===== config.mk =====
export PLATFORM = sky130hd
export DESIGN_NAME = regwrite_arbiter
export DESIGN_NICKNAME = d
export VERILOG_FILES = /design/src/rtl/regwrite_arbiter_pkg.sv /design/src/rtl/regwrite_holdbuf.sv /design/src/rtl/regwrite_arbiter.sv
export SDC_FILE = /design/constraint.sdc
export NUM_CORES = 1
export LEC_CHECK = 0
export BUFFER_PORTS_ARGS = -buffer_cell sky130_fd_sc_hd__buf_4
export CAP_MARGIN = 10
export CORE_ASPECT_RATIO = 1.4
export CORE_MARGIN = 2
export CORE_UTILIZATION = 47
export CTS_BUF_LIST = sky130_fd_sc_hd__clkbuf_8
export CTS_CLUSTER_SIZE = 30
export DETAILED_ROUTE_END_ITERATION = 8
export GPL_ROUTABILITY_DRIVEN = 0
export PLACE_DENSITY = 0.9
export SLEW_MARGIN = 40
export SYNTH_ARGS = -nofsm -noshare
export SYNTH_HDL_FRONTEND = slang
export SYNTH_SLANG_ARGS = --single-unit

===== constraint.sdc =====
create_clock -name clk -period 1.8 [get_ports clk]
set_clock_uncertainty 0.15 [all_clocks]
set_input_delay 0.36 -clock clk [delete_from_list [all_inputs] [get_ports clk]]
set_output_delay 0.36 -clock clk [all_outputs]
set_load 0.02 [all_outputs]

===== src/rtl/regwrite_arbiter_pkg.sv =====
// Shared definitions for the two-requester register-file write arbiter.
// Holds the default address/data widths, the packed write-request payload
// (also used by the register-file wrapper) and the arbitration helper.
// Optional feature macro: REGWRITE_ARB_RR_EN (round-robin contention pointer).
package regwrite_arbiter_pkg;

   localparam int unsigned REGWRITE_AW = 2;
   localparam int unsigned REGWRITE_DW = 8;

   // One register-file write: prep-select, destination index, data.
   typedef struct packed {
      logic                   prep;
      logic [REGWRITE_AW-1:0] reg_idx;
      logic [REGWRITE_DW-1:0] data;
   } wr_req_t;

   // Requester whose buffer owns the write port; 0 when nothing is held.
   function automatic logic pick_winner(input logic full0, input logic full1,
                                        input logic prio);
      return (full0 && full1) ? prio : (full1 && !full0);
   endfunction

endpackage


===== src/rtl/regwrite_holdbuf.sv =====
// One-entry hold buffer for a single write requester.
// Ports:
//   clk, reset          clock, synchronous active-high reset
//   valid_i             requester offers a write
//   prep_i/reg_i/data_i offered write payload
//   grant_i             arbiter drains this buffer at the coming edge
//   ready_o             buffer can take the offered write this cycle
//   full_o              buffer holds a write
//   prep_o/reg_o/data_o held write payload
module regwrite_holdbuf
   import regwrite_arbiter_pkg::*;
#(
   parameter int unsigned AW = REGWRITE_AW,
   parameter int unsigned DW = REGWRITE_DW
) (
   input  logic          clk,
   input  logic          reset,
   input  logic          valid_i,
   input  logic          prep_i,
   input  logic [AW-1:0] reg_i,
   input  logic [DW-1:0] data_i,
   input  logic          grant_i,
   output logic          ready_o,
   output logic          full_o,
   output logic          prep_o,
   output logic [AW-1:0] reg_o,
   output logic [DW-1:0] data_o
);

   logic          full_q;
   logic          full_d;
   logic          load;
   logic          prep_q;
   logic [AW-1:0] reg_q;
   logic [DW-1:0] data_q;

   // A granted buffer empties at this edge, so it can refill in the same cycle.
   assign ready_o = !full_q || grant_i;
   assign load    = valid_i && ready_o && !reset;

   // Occupancy next-state: a reload wins over the drain.
   always_comb begin
      full_d = full_q;
      if (grant_i) full_d = 1'b0;
      if (load)    full_d = 1'b1;
   end

   always_ff @(posedge clk) begin
      if (reset) full_q <= 1'b0;
      else       full_q <= full_d;
   end

   // Payload only changes on a load; the register index is meaningless for prep.
   always_ff @(posedge clk) begin
      if (load) begin
         prep_q <= prep_i;
         reg_q  <= prep_i ? '0 : reg_i;
         data_q <= data_i;
      end
   end

   assign full_o = full_q;
   assign prep_o = prep_q;
   assign reg_o  = reg_q;
   assign data_o = data_q;

endmodule


===== src/rtl/regwrite_arbiter.sv =====
// Two-requester register-file write arbiter. Each requester owns a one-entry
// hold buffer; at most one full buffer drives the write port per cycle.
// Contention: requester 0 always wins, or with REGWRITE_ARB_RR_EN defined a
// priority pointer flips to the other requester after every contended grant.
// Ports:
//   clk, reset                     clock, synchronous active-high reset
//   reqN_valid/ready               per-requester handshake (ready is combinational)
//   reqN_prep/reg/data             per-requester write payload
//   WriteEnabled/WritePrepReg      register-file write strobe / prep select
//   WriteReg/WriteData             register-file write index / data
//   pending                        bit r set while a held write targets register r
//   prep_pending                   set while a held write targets prep
//   grant_id                       requester driving the port (valid with WriteEnabled)
module regwrite_arbiter
   import regwrite_arbiter_pkg::*;
#(
   parameter int unsigned AW = REGWRITE_AW,
   parameter int unsigned DW = REGWRITE_DW
) (
   input  logic                     clk,
   input  logic                     reset,
   input  logic                     req0_valid,
   output logic                     req0_ready,
   input  logic                     req0_prep,
   input  logic [AW-1:0]            req0_reg,
   input  logic [DW-1:0]            req0_data,
   input  logic                     req1_valid,
   output logic                     req1_ready,
   input  logic                     req1_prep,
   input  logic [AW-1:0]            req1_reg,
   input  logic [DW-1:0]            req1_data,
   output logic                     WriteEnabled,
   output logic                     WritePrepReg,
   output logic [AW-1:0]            WriteReg,
   output logic [DW-1:0]            WriteData,
   output logic [(32'd1<<AW)-1:0]   pending,
   output logic                     prep_pending,
   output logic                     grant_id
);

   localparam int unsigned NREG = 32'd1 << AW;

   logic          full0, full1;
   logic          prep0, prep1;
   logic [AW-1:0] reg0,  reg1;
   logic [DW-1:0] data0, data1;
   logic          grant0, grant1;
   logic          gnt_id;
   logic          prio;

   regwrite_holdbuf #(.AW(AW), .DW(DW)) u_buf0 (
      .clk     (clk),
      .reset   (reset),
      .valid_i (req0_valid),
      .prep_i  (req0_prep),
      .reg_i   (req0_reg),
      .data_i  (req0_data),
      .grant_i (grant0),
      .ready_o (req0_ready),
      .full_o  (full0),
      .prep_o  (prep0),
      .reg_o   (reg0),
      .data_o  (data0)
   );

   regwrite_holdbuf #(.AW(AW), .DW(DW)) u_buf1 (
      .clk     (clk),
      .reset   (reset),
      .valid_i (req1_valid),
      .prep_i  (req1_prep),
      .reg_i   (req1_reg),
      .data_i  (req1_data),
      .grant_i (grant1),
      .ready_o (req1_ready),
      .full_o  (full1),
      .prep_o  (prep1),
      .reg_o   (reg1),
      .data_o  (data1)
   );

`ifdef REGWRITE_ARB_RR_EN
   logic ptr_q;
   logic ptr_d;

   // Pointer flips away from the winner only when both buffers competed.
   always_comb begin
      ptr_d = ptr_q;
      if (full0 && full1) ptr_d = ~gnt_id;
   end

   always_ff @(posedge clk) begin
      if (reset) ptr_q <= 1'b0;
      else       ptr_q <= ptr_d;
   end

   assign prio = ptr_q;
`else
   assign prio = 1'b0;
`endif

   // Grant selection.
   always_comb begin
      gnt_id = pick_winner(full0, full1, prio);
      grant0 = full0 && !gnt_id;
      grant1 = full1 &&  gnt_id;
   end

   // Write port driven straight from the granted buffer; all zero when idle.
   always_comb begin
      WriteEnabled = 1'b0;
      WritePrepReg = 1'b0;
      WriteReg     = '0;
      WriteData    = '0;
      grant_id     = 1'b0;
      if (full0 || full1) begin
         WriteEnabled = 1'b1;
         grant_id     = gnt_id;
         WritePrepReg = gnt_id ? prep1 : prep0;
         WriteReg     = gnt_id ? reg1  : reg0;
         WriteData    = gnt_id ? data1 : data0;
      end
   end

   // Hazard flags cover every held write, including the one being granted.
   always_comb begin
      pending      = '0;
      prep_pending = (full0 && prep0) || (full1 && prep1);
      if (full0 && !prep0) pending = pending | (NREG'(1) << reg0);
      if (full1 && !prep1) pending = pending | (NREG'(1) << reg1);
   end

endmodule


==> results of run 1 <==
==> area by class of cell <==
type / count / area share
clock buffers: 3 / 0.02705
clock inverters: 1 / 0.01967
inverters: 1 / 0.002459
multi-input cells: 38 / 0.1811
repair buffers: 56 / 0.2926
well taps: 21 / 0.01721
flip-flops and latches: 24 / 0.4598
==> worst min-delay path by stage <==
| stage | to | slack, ns | startpoint | cells past startpoint |
|---|---|---|---|---|
| 2_1_floorplan | u_buf0.full_o | 0.28 | reset | 1 |
| 3_3_place_gp | u_buf1.data_o[0] | 0.39 | req1_data[0] | 1 |
| 3_5_place_dp | u_buf1.data_o[0] | 0.39 | req1_data[0] | 1 |
| 4_1_cts | u_buf1.data_o[4] | 0.11 | req1_data[4] | 1 |
| 5_1_grt | u_buf1.data_o[0] | 0.11 | req1_data[0] | 1 |
| 6_report | u_buf1.data_o[5] | 0.12 | req1_data[5] | 1 |
==> registers in the layout, summed over array words and instances (netlist names) <==
name           count
u_buf0.data_o      8
u_buf1.full_o      1
u_buf0.prep_o      1
u_buf0.full_o      1
u_buf1.data_o      8
u_buf1.reg_o       2
u_buf0.reg_o       2
u_buf1.prep_o      1
==> cell usage after synthesis <==
| master | instances |
|---|---|
| a22o_1 | 10 |
| inv_1 | 1 |
| nand3b_1 | 1 |
| nor2b_1 | 7 |
| o31ai_1 | 1 |
| o21ai_0 | 2 |
| o22ai_1 | 2 |
| and3b_1 | 1 |
| dfxtp_1 | 2 |
| buf_2 | 3 |
| or4b_1 | 1 |
| nand2b_1 | 2 |
| edfxtp_1 | 22 |
| or2_2 | 2 |
| o32ai_1 | 1 |
| buf_4 | 2 |
| nor2_1 | 1 |
| conb_1 | 1 |
| a21oi_1 | 1 |
| nand2_1 | 5 |
==> kinds of logic after synthesis <==
family | Yosys count | synth area share
other cells | 1 | 0.003799
buf+inv | 6 | 0.03421
compound gates | 17 | 0.1331
simple gates | 20 | 0.1191
flops | 24 | 0.7098
==> critical path, cell delays in order, from the launching register on <==
cell	delay, ns
edfxtp_1	0.43
or4b_1	0.51
o31ai_1	0.09
buf_4	0.19
==> metrics by stage <==
| step | area (µm²) | worst slack (ns) | cells |
|---|---|---|---|
| floorplan | 987.2 | 0.1829 | 68 |
| global placement | 1366 | 0.1141 | 135 |
| detailed placement | 1366 | 0.09415 | 135 |
| CTS | 1478 | -0.1535 | 142 |
| global route | 1526 | -0.2309 | 144 |
| finish | 1526 | -0.1819 | 144 |
==> per-layer routing <==
layer  GRT usage  wire (µm)
met1      0.1835        744
met2      0.3485       1366
met3     0.02492         98
met4     0.08482         33
met5           0          0
==> repair_timing <==
action / CTS / global route
pin swaps: 2 / 4
resized for setup: 5 / 10
setup endpoints to repair: 6 / 12
buffers inserted: 3 / 2
==> power by group through the flow <==
stage          Combinational [µW]  Clock, µW  Sequential [µW]
6_report                      202        457              656
5_1_grt                       216        484              659
4_1_cts                       194        464              655
3_5_place_dp                  187          0              669
3_3_place_gp                  182          0              666
2_1_floorplan                90.6          0              663
==> metrics, run 1 <==
HPWL after DPL roughly 1600 µm; Final min period approximately 2.0 ns; Hold WS ~0.12 ns; Setup TNS -0.4135 ns; Core ar. 1973 µm²; share of the synthesized area in the top cell type 0.6692; sw frac 0.2035; VDD IR max ~0.75 mV; flop2flop setup slack approximately 0.42 ns; TritonCTS clock tree yes; Detailed Routing Iterations Pass 1 4; Worst-Skew Late Latency around 0.26 ns; Antenna Cells 0; Yosys top cell by area edfxtp_1; worst r2r src u_buf1.full_o; Critical Path End pending[0]; Startpoint Class flip-flop; routed len/inst approximately 16 µm; share of cells above drive strength 1 0.5528; crit path kind reg2out; commonest cells after routing, fill and taps aside buf_4 (49), edfxtp_1 (22), a22o_1 (10), buf_6 (7), nor2b_1 (6); final wirelength around 2200 µm; Design Power about 1300 µW; commonest non-fill, non-tap cell in the layout buf_4; Initial DRC Count 14; Clock Sinks 24; Worst R2R End u_buf1.data_o[0]; Final Hold Fails 0; # DRC 0; Hold-fix buffers, CTS 0; die footprint 2488 µm²; CTS buffer count 3; Placement Rows 19; Worst setup EP type output port; vias per std cell 5.354; Max-Cap Viols 0; initial antenna violation count 0; Die Wd 42.74 µm; f_max 0.5046 GHz; Comb pwr share 0.154; HP Class in2reg; Total GRT Usage 0.1802; Die H between 50 and 60 µm; number of synthesized register bits 24; P_sw roughly 270 µW; launch point of the worst path u_buf1.reg_o[1]; RSZ-0062 raised after global routing yes; CTS root buffer clkbuf_8; Post-Syn Nets 94; pin count of the biggest net entering global routing 15; outcome finished, violations left; Seq pwr share 0.499; syn_area_per_cell ~15 µm²; P_int around 1000 µW; Filler Cells Inserted 111; vias after detailed routing ~770; crit path max fanout 2; Remaining Overflow, GRT 0; clock share of power 0.347; CTS H-tree lvls 1; Req. time, crit path around 1.3 ns; part of the Yosys area used for sequential elements 0.7098; max-slew violations 0; Synth Cell Area ~990 µm²; cells after synthesis slightly below 70; dominant cells by area after synthesis edfxtp_1 (67%), a22o_1 (8.9%), nor2b_1 (4.4%); failing checks negative setup slack; nets 150; vias in the first global route roughly 750; # IOs 46; P per Cell Area about 860 nW/µm²; Core Util, Final 0.7736; Clk pin slew, worst setup/hold paths ~0.08 ns; static leakage 0.0006482 µW; Multi-input gate area 276.5 µm²; # port buffers 44; crit share post-route 1.101; Yosys Warn Count 0; Reg2Reg Depth 4; endpoints failing setup 5; Layout area overhead 54.63%; Worst EP arrival roughly 1.5 ns; worst setup margin -0.1819 ns; Distinct cells, synth 20; Starting Density 0.5003; antenna viol nets, final 0; first-pass GRT wire length between 3000 and 4000 µm; sequential cell area 701.9 µm²; clock buffer depth 2
Note: power is estimated with default switching activity, not from simulation.
==> inputs of run 2 (changes only) <==
--- a/config.mk
+++ b/config.mk
@@ -15,6 +15,7 @@
 export DETAILED_ROUTE_END_ITERATION = 8
 export GPL_ROUTABILITY_DRIVEN = 0
 export PLACE_DENSITY = 0.9
+export SKIP_CTS_REPAIR_TIMING = 1
 export SLEW_MARGIN = 40
 export SYNTH_ARGS = -nofsm -noshare
 export SYNTH_HDL_FRONTEND = slang
==> metrics, run 2 (synthesis results as in run 1) <==
outcome finished, violations left; failing checks negative setup slack; met3 wire len about 71 µm; Detailed Routing Iterations Pass 1 3; worst r2r src u_buf1.full_o; nets 150; Filler Cells Inserted 110; CTS H-tree lvls 1; endpoints failing setup 4; die footprint roughly 2500 µm²; crit path max fanout 3; vias after detailed routing approximately 760; flop2flop setup slack 0.38 ns; P per Cell Area 862.2 nW/µm²; Remaining Overflow, GRT 0; Clock Sinks 24; Die H slightly below 60 µm; vias in the first global route 732; Final min period between 2 and 2.5 ns; crit path kind reg2out; Setup TNS -0.4845 ns; crit share post-route 1.111; sum of buffers and inverters on the critical path 1; Worst-Skew Late Latency 0.26 ns; commonest cells after routing, fill and taps aside buf_4 (51), edfxtp_1 (22), a22o_1 (10), nor2b_1 (6); routed len/inst between 15 and 20 µm; first-pass GRT wire length between 3000 and 4000 µm; Total GRT Usage 0.1743; max-slew violations 0; TritonCTS clock tree yes; static leakage roughly 0.00065 µW; Layout area overhead 54.88%; Req. time, crit path between 1 and 1.5 ns; commonest non-fill, non-tap cell in the layout buf_4; wl on met1 a little under 800 µm; CTS root buffer clkbuf_8; antenna viol nets, final 0; Critical Path End pending[0]; vias per std cell between 5 and 6; # port buffers 44; worst setup margin -0.2002 ns; Antenna Cells 0; DR top layer met4; launch point of the worst path u_buf1.reg_o[1]; Placement Rows 19; cell chain of the critical path or4b_4 > o31ai_4 > buf_6; Hold WS 0.1178 ns; CTS buffer count 3; Max-Cap Viols 0; VDD IR max roughly 0.74 mV; Worst EP arrival 1.49 ns; Clk pin slew, worst setup/hold paths approximately 0.08 ns; Core ar. approximately 2000 µm²; pin count of the biggest net entering global routing 15; WL met2 1438 µm; Final Hold Fails 0; Reg2Reg Depth 4; share of cells above drive strength 1 0.5447; HP Class in2reg; Startpoint Class flip-flop; # DRC 0; Starting Density 0.5003; Die Wd ~43 µm; Worst R2R End u_buf1.data_o[0]; Worst setup EP type output port; Design Power ~1300 µW; f_max between 0.4 and 0.5 GHz; Crit. path cell count 3; CP delay by family, top simple AND/OR/NAND/NOR gates; RSZ-0062 raised after global routing yes; clock buffer depth 2; final wirelength between 2000 and 2500 µm; # IOs between 40 and 50; slowest stage delay, CP 0.57 ns; initial antenna violation count 0; cell at the slowest stage of the critical path or4b_4; HPWL after DPL about 1600 µm; Initial DRC Count 20
run 2: cell counts in the layout (fill, tap and decap cells not counted):
Identical to the previous run, type by type.
run 2: cell type report:
cell class / count / area [µm²] / area share
Sequential cell: 24 / 704.4 / 0.4607
Timing Repair Buffer: 56 / 439.2 / 0.2872
Multi-Input combinational cell: 38 / 284.0 / 0.1858
Clock buffer: 3 / 41.29 / 0.02700
Clock inverter: 1 / 30.03 / 0.01964
Tap cell: 21 / 26.28 / 0.01718
Inverter: 1 / 3.754 / 0.002455
run 2: stage by stage:
step,setup WS (ns),std cells,util,cell area [µm²]
floorplan,0.1829,68,-,987.2
global placement,0.1141,135,0.6925,1366
detailed placement,0.09415,135,0.6925,1366
CTS,-0.2066,139,0.7286,1438
global route,-0.2397,144,0.7749,1529
finish,-0.2002,144,0.7749,1529
run 2: layer usage:
layer  GRT usage  vias to the layer above
met5           0                        -
met4     0.08929                        0
met3     0.02492                        4
met2      0.3333                       17
met1      0.1772                      378
li1            -                      364
run 2: report_power, final:
part           switching [µW]  internal (µW)
Sequential               17.2            641
Combinational            93.9            110
Clock                     158            297
run 2: worst min path at each step:
| stage | start | to | slack, ns | depth (start not counted) |
|---|---|---|---|---|
| after CTS | req1_data[4] | u_buf1.data_o[4] | 0.11 | 1 |
| final | reset | u_buf0.full_o | 0.12 | 2 |
| after global routing | req1_data[0] | u_buf1.data_o[0] | 0.11 | 1 |
| after floorplan | reset | u_buf0.full_o | 0.28 | 1 |
| after detailed placement | req1_data[0] | u_buf1.data_o[0] | 0.39 | 1 |
| after global placement | req1_data[0] | u_buf1.data_o[0] | 0.39 | 1 |
==> inputs of run 3 (changes only) <==
--- a/config.mk
+++ b/config.mk
@@ -14,7 +14,7 @@
 export CTS_CLUSTER_SIZE = 30
 export DETAILED_ROUTE_END_ITERATION = 8
 export GPL_ROUTABILITY_DRIVEN = 0
-export PLACE_DENSITY = 0.9
+export PLACE_DENSITY_LB_ADDON = 0.12
 export SKIP_CTS_REPAIR_TIMING = 1
 export SLEW_MARGIN = 40
 export SYNTH_ARGS = -nofsm -noshare
==> metrics, run 3 (synthesis results as in run 1) <==
failing checks negative setup slack; # IOs 46; antenna viol nets, final 0; P_sw about 260 µW; # DRC 0; CP delay by family, top simple AND/OR/NAND/NOR gates; Post-Place Worst Slack 0.09583 ns; Req. time, crit path roughly 1.3 ns; vias per std cell ~5.4; Layout area overhead 48.04%; Reg2Reg Depth 4; sw frac 0.2216; HP Class in2reg; clock buffer depth 2; Clock Sinks 24; max-slew violations 0; VDD IR max between 0.6 and 0.7 mV; Seq pwr share 0.571; Comb pwr share 0.168; Total GRT Usage 0.1826; nets about 150; Critical Path End pending[0]; busiest grt layer met2; f_max approximately 0.51 GHz; met3 usage 0.03115; Core ar. ~2000 µm²; first-pass GRT wire length 3284 µm; P_int approximately 900 µW; launch point of the worst path u_buf1.reg_o[0]; CTS H-tree lvls 1; final wirelength approximately 2200 µm; Setup TNS -0.3553 ns; GRT met2 Usage 0.3485; Final Hold Fails 0; TritonCTS clock tree yes; outcome finished, violations left; Die H between 50 and 60 µm; static leakage approximately 0.00063 µW; RSZ-0062 raised after global routing yes; Die Wd between 40 and 50 µm; Remaining Overflow, GRT 0; vias after detailed routing 769; share of cells above drive strength 1 0.5164; Cells after DPL between 100 and 150; # port buffers 44; crit path max fanout 4; Worst setup EP type output port; commonest non-fill, non-tap cell in the layout buf_4; P per Cell Area 789.1 nW/µm²; Clk pin slew, worst setup/hold paths ~0.070 ns; clock share of power 0.261; initial antenna violation count 0; crit share post-route 1.092; worst r2r src u_buf1.full_o; cell at the slowest stage of the critical path or4b_1; GR Util met1 0.1723; Worst R2R End u_buf1.data_o[0]; Max-Cap Viols 0; routed len/inst approximately 15 µm; Worst EP arrival between 1 and 1.5 ns; Starting Density 0.5003; sum of buffers and inverters on the critical path 1; CTS buffer count 3; crit path kind reg2out; pin count of the biggest net entering global routing 14; die footprint around 2500 µm²; commonest cells after routing, fill and taps aside buf_4 (53), edfxtp_1 (22), a22o_1 (10), nor2b_1 (6), nand2_1 (5); HPWL after DPL 1680 µm; worst hold path depth 2; Post-Layout Cell Count 143; Placement Rows 19; Worst-Skew Late Latency approximately 0.25 ns; CTS root buffer clkbuf_8; endpoints failing setup 4; Crit. path cell count 3; Initial DRC Count 7; Detailed Routing Iterations Pass 1 3; flop2flop setup slack 0.42 ns; vias in the first global route 777; slowest stage delay, CP about 0.52 ns; Startpoint Class flip-flop; Final min period between 1.5 and 2 ns; Antenna Cells 0; worst setup margin -0.1656 ns; Hold WS roughly 0.12 ns; cell chain of the critical path or4b_1 > o31ai_1 > buf_4
-- run 3: layout make-up --
cell class	count	area (µm²)
inverters	1	3.754
well taps	21	26.28
flip-flops and latches	24	704.4
clock inverters	1	3.754
fillers	141	511.7
multi-input cells	38	261.5
clock buffers	3	41.29
repair buffers	55	420.4
-- run 3: worst min path at each step --
stage,from,endpoint,slack [ns]
6_report,reset,u_buf0.full_o,0.12
5_1_grt,req1_data[4],u_buf1.data_o[4],0.11
4_1_cts,req1_data[3],u_buf1.data_o[3],0.12
3_5_place_dp,req1_data[3],u_buf1.data_o[3],0.39
3_3_place_gp,u_buf1.full_o,u_buf1.full_o,0.39
2_1_floorplan,reset,u_buf0.full_o,0.28
-- run 3: metal layers --
metal	vias to the layer above	routed length, µm
li1	365	-
met4	0	53
met3	6	140
met5	-	0
met1	363	738
met2	35	1253
-- run 3: power by group through the flow --
stage / combinational (µW) / clock [µW] / sequential [µW]
6_report: 194 / 301 / 658
5_1_grt: 207 / 335 / 662
4_1_cts: 188 / 307 / 659
3_5_place_dp: 188 / 0 / 671
3_3_place_gp: 183 / 0 / 668
2_1_floorplan: 90.6 / 0 / 663
-- run 3: worst reg2reg max path: cells and delay by family, from the launching register on --
family / cells / cell delay, ns
and+or+nand+nor: 2 / 0.24
DFF: 1 / 0.34
buffers and inverters: 2 / 0.36
-- run 3: per-stage QoR --
step	cell area [µm²]	power (µW)	util
final	1461	1153	0.7406
after global routing	1461	1204	0.7406
after CTS	1419	1155	0.7191
after detailed placement	1374	859.1	0.6963
after global placement	1374	851.4	0.6963
after floorplan	987.2	753.8	-
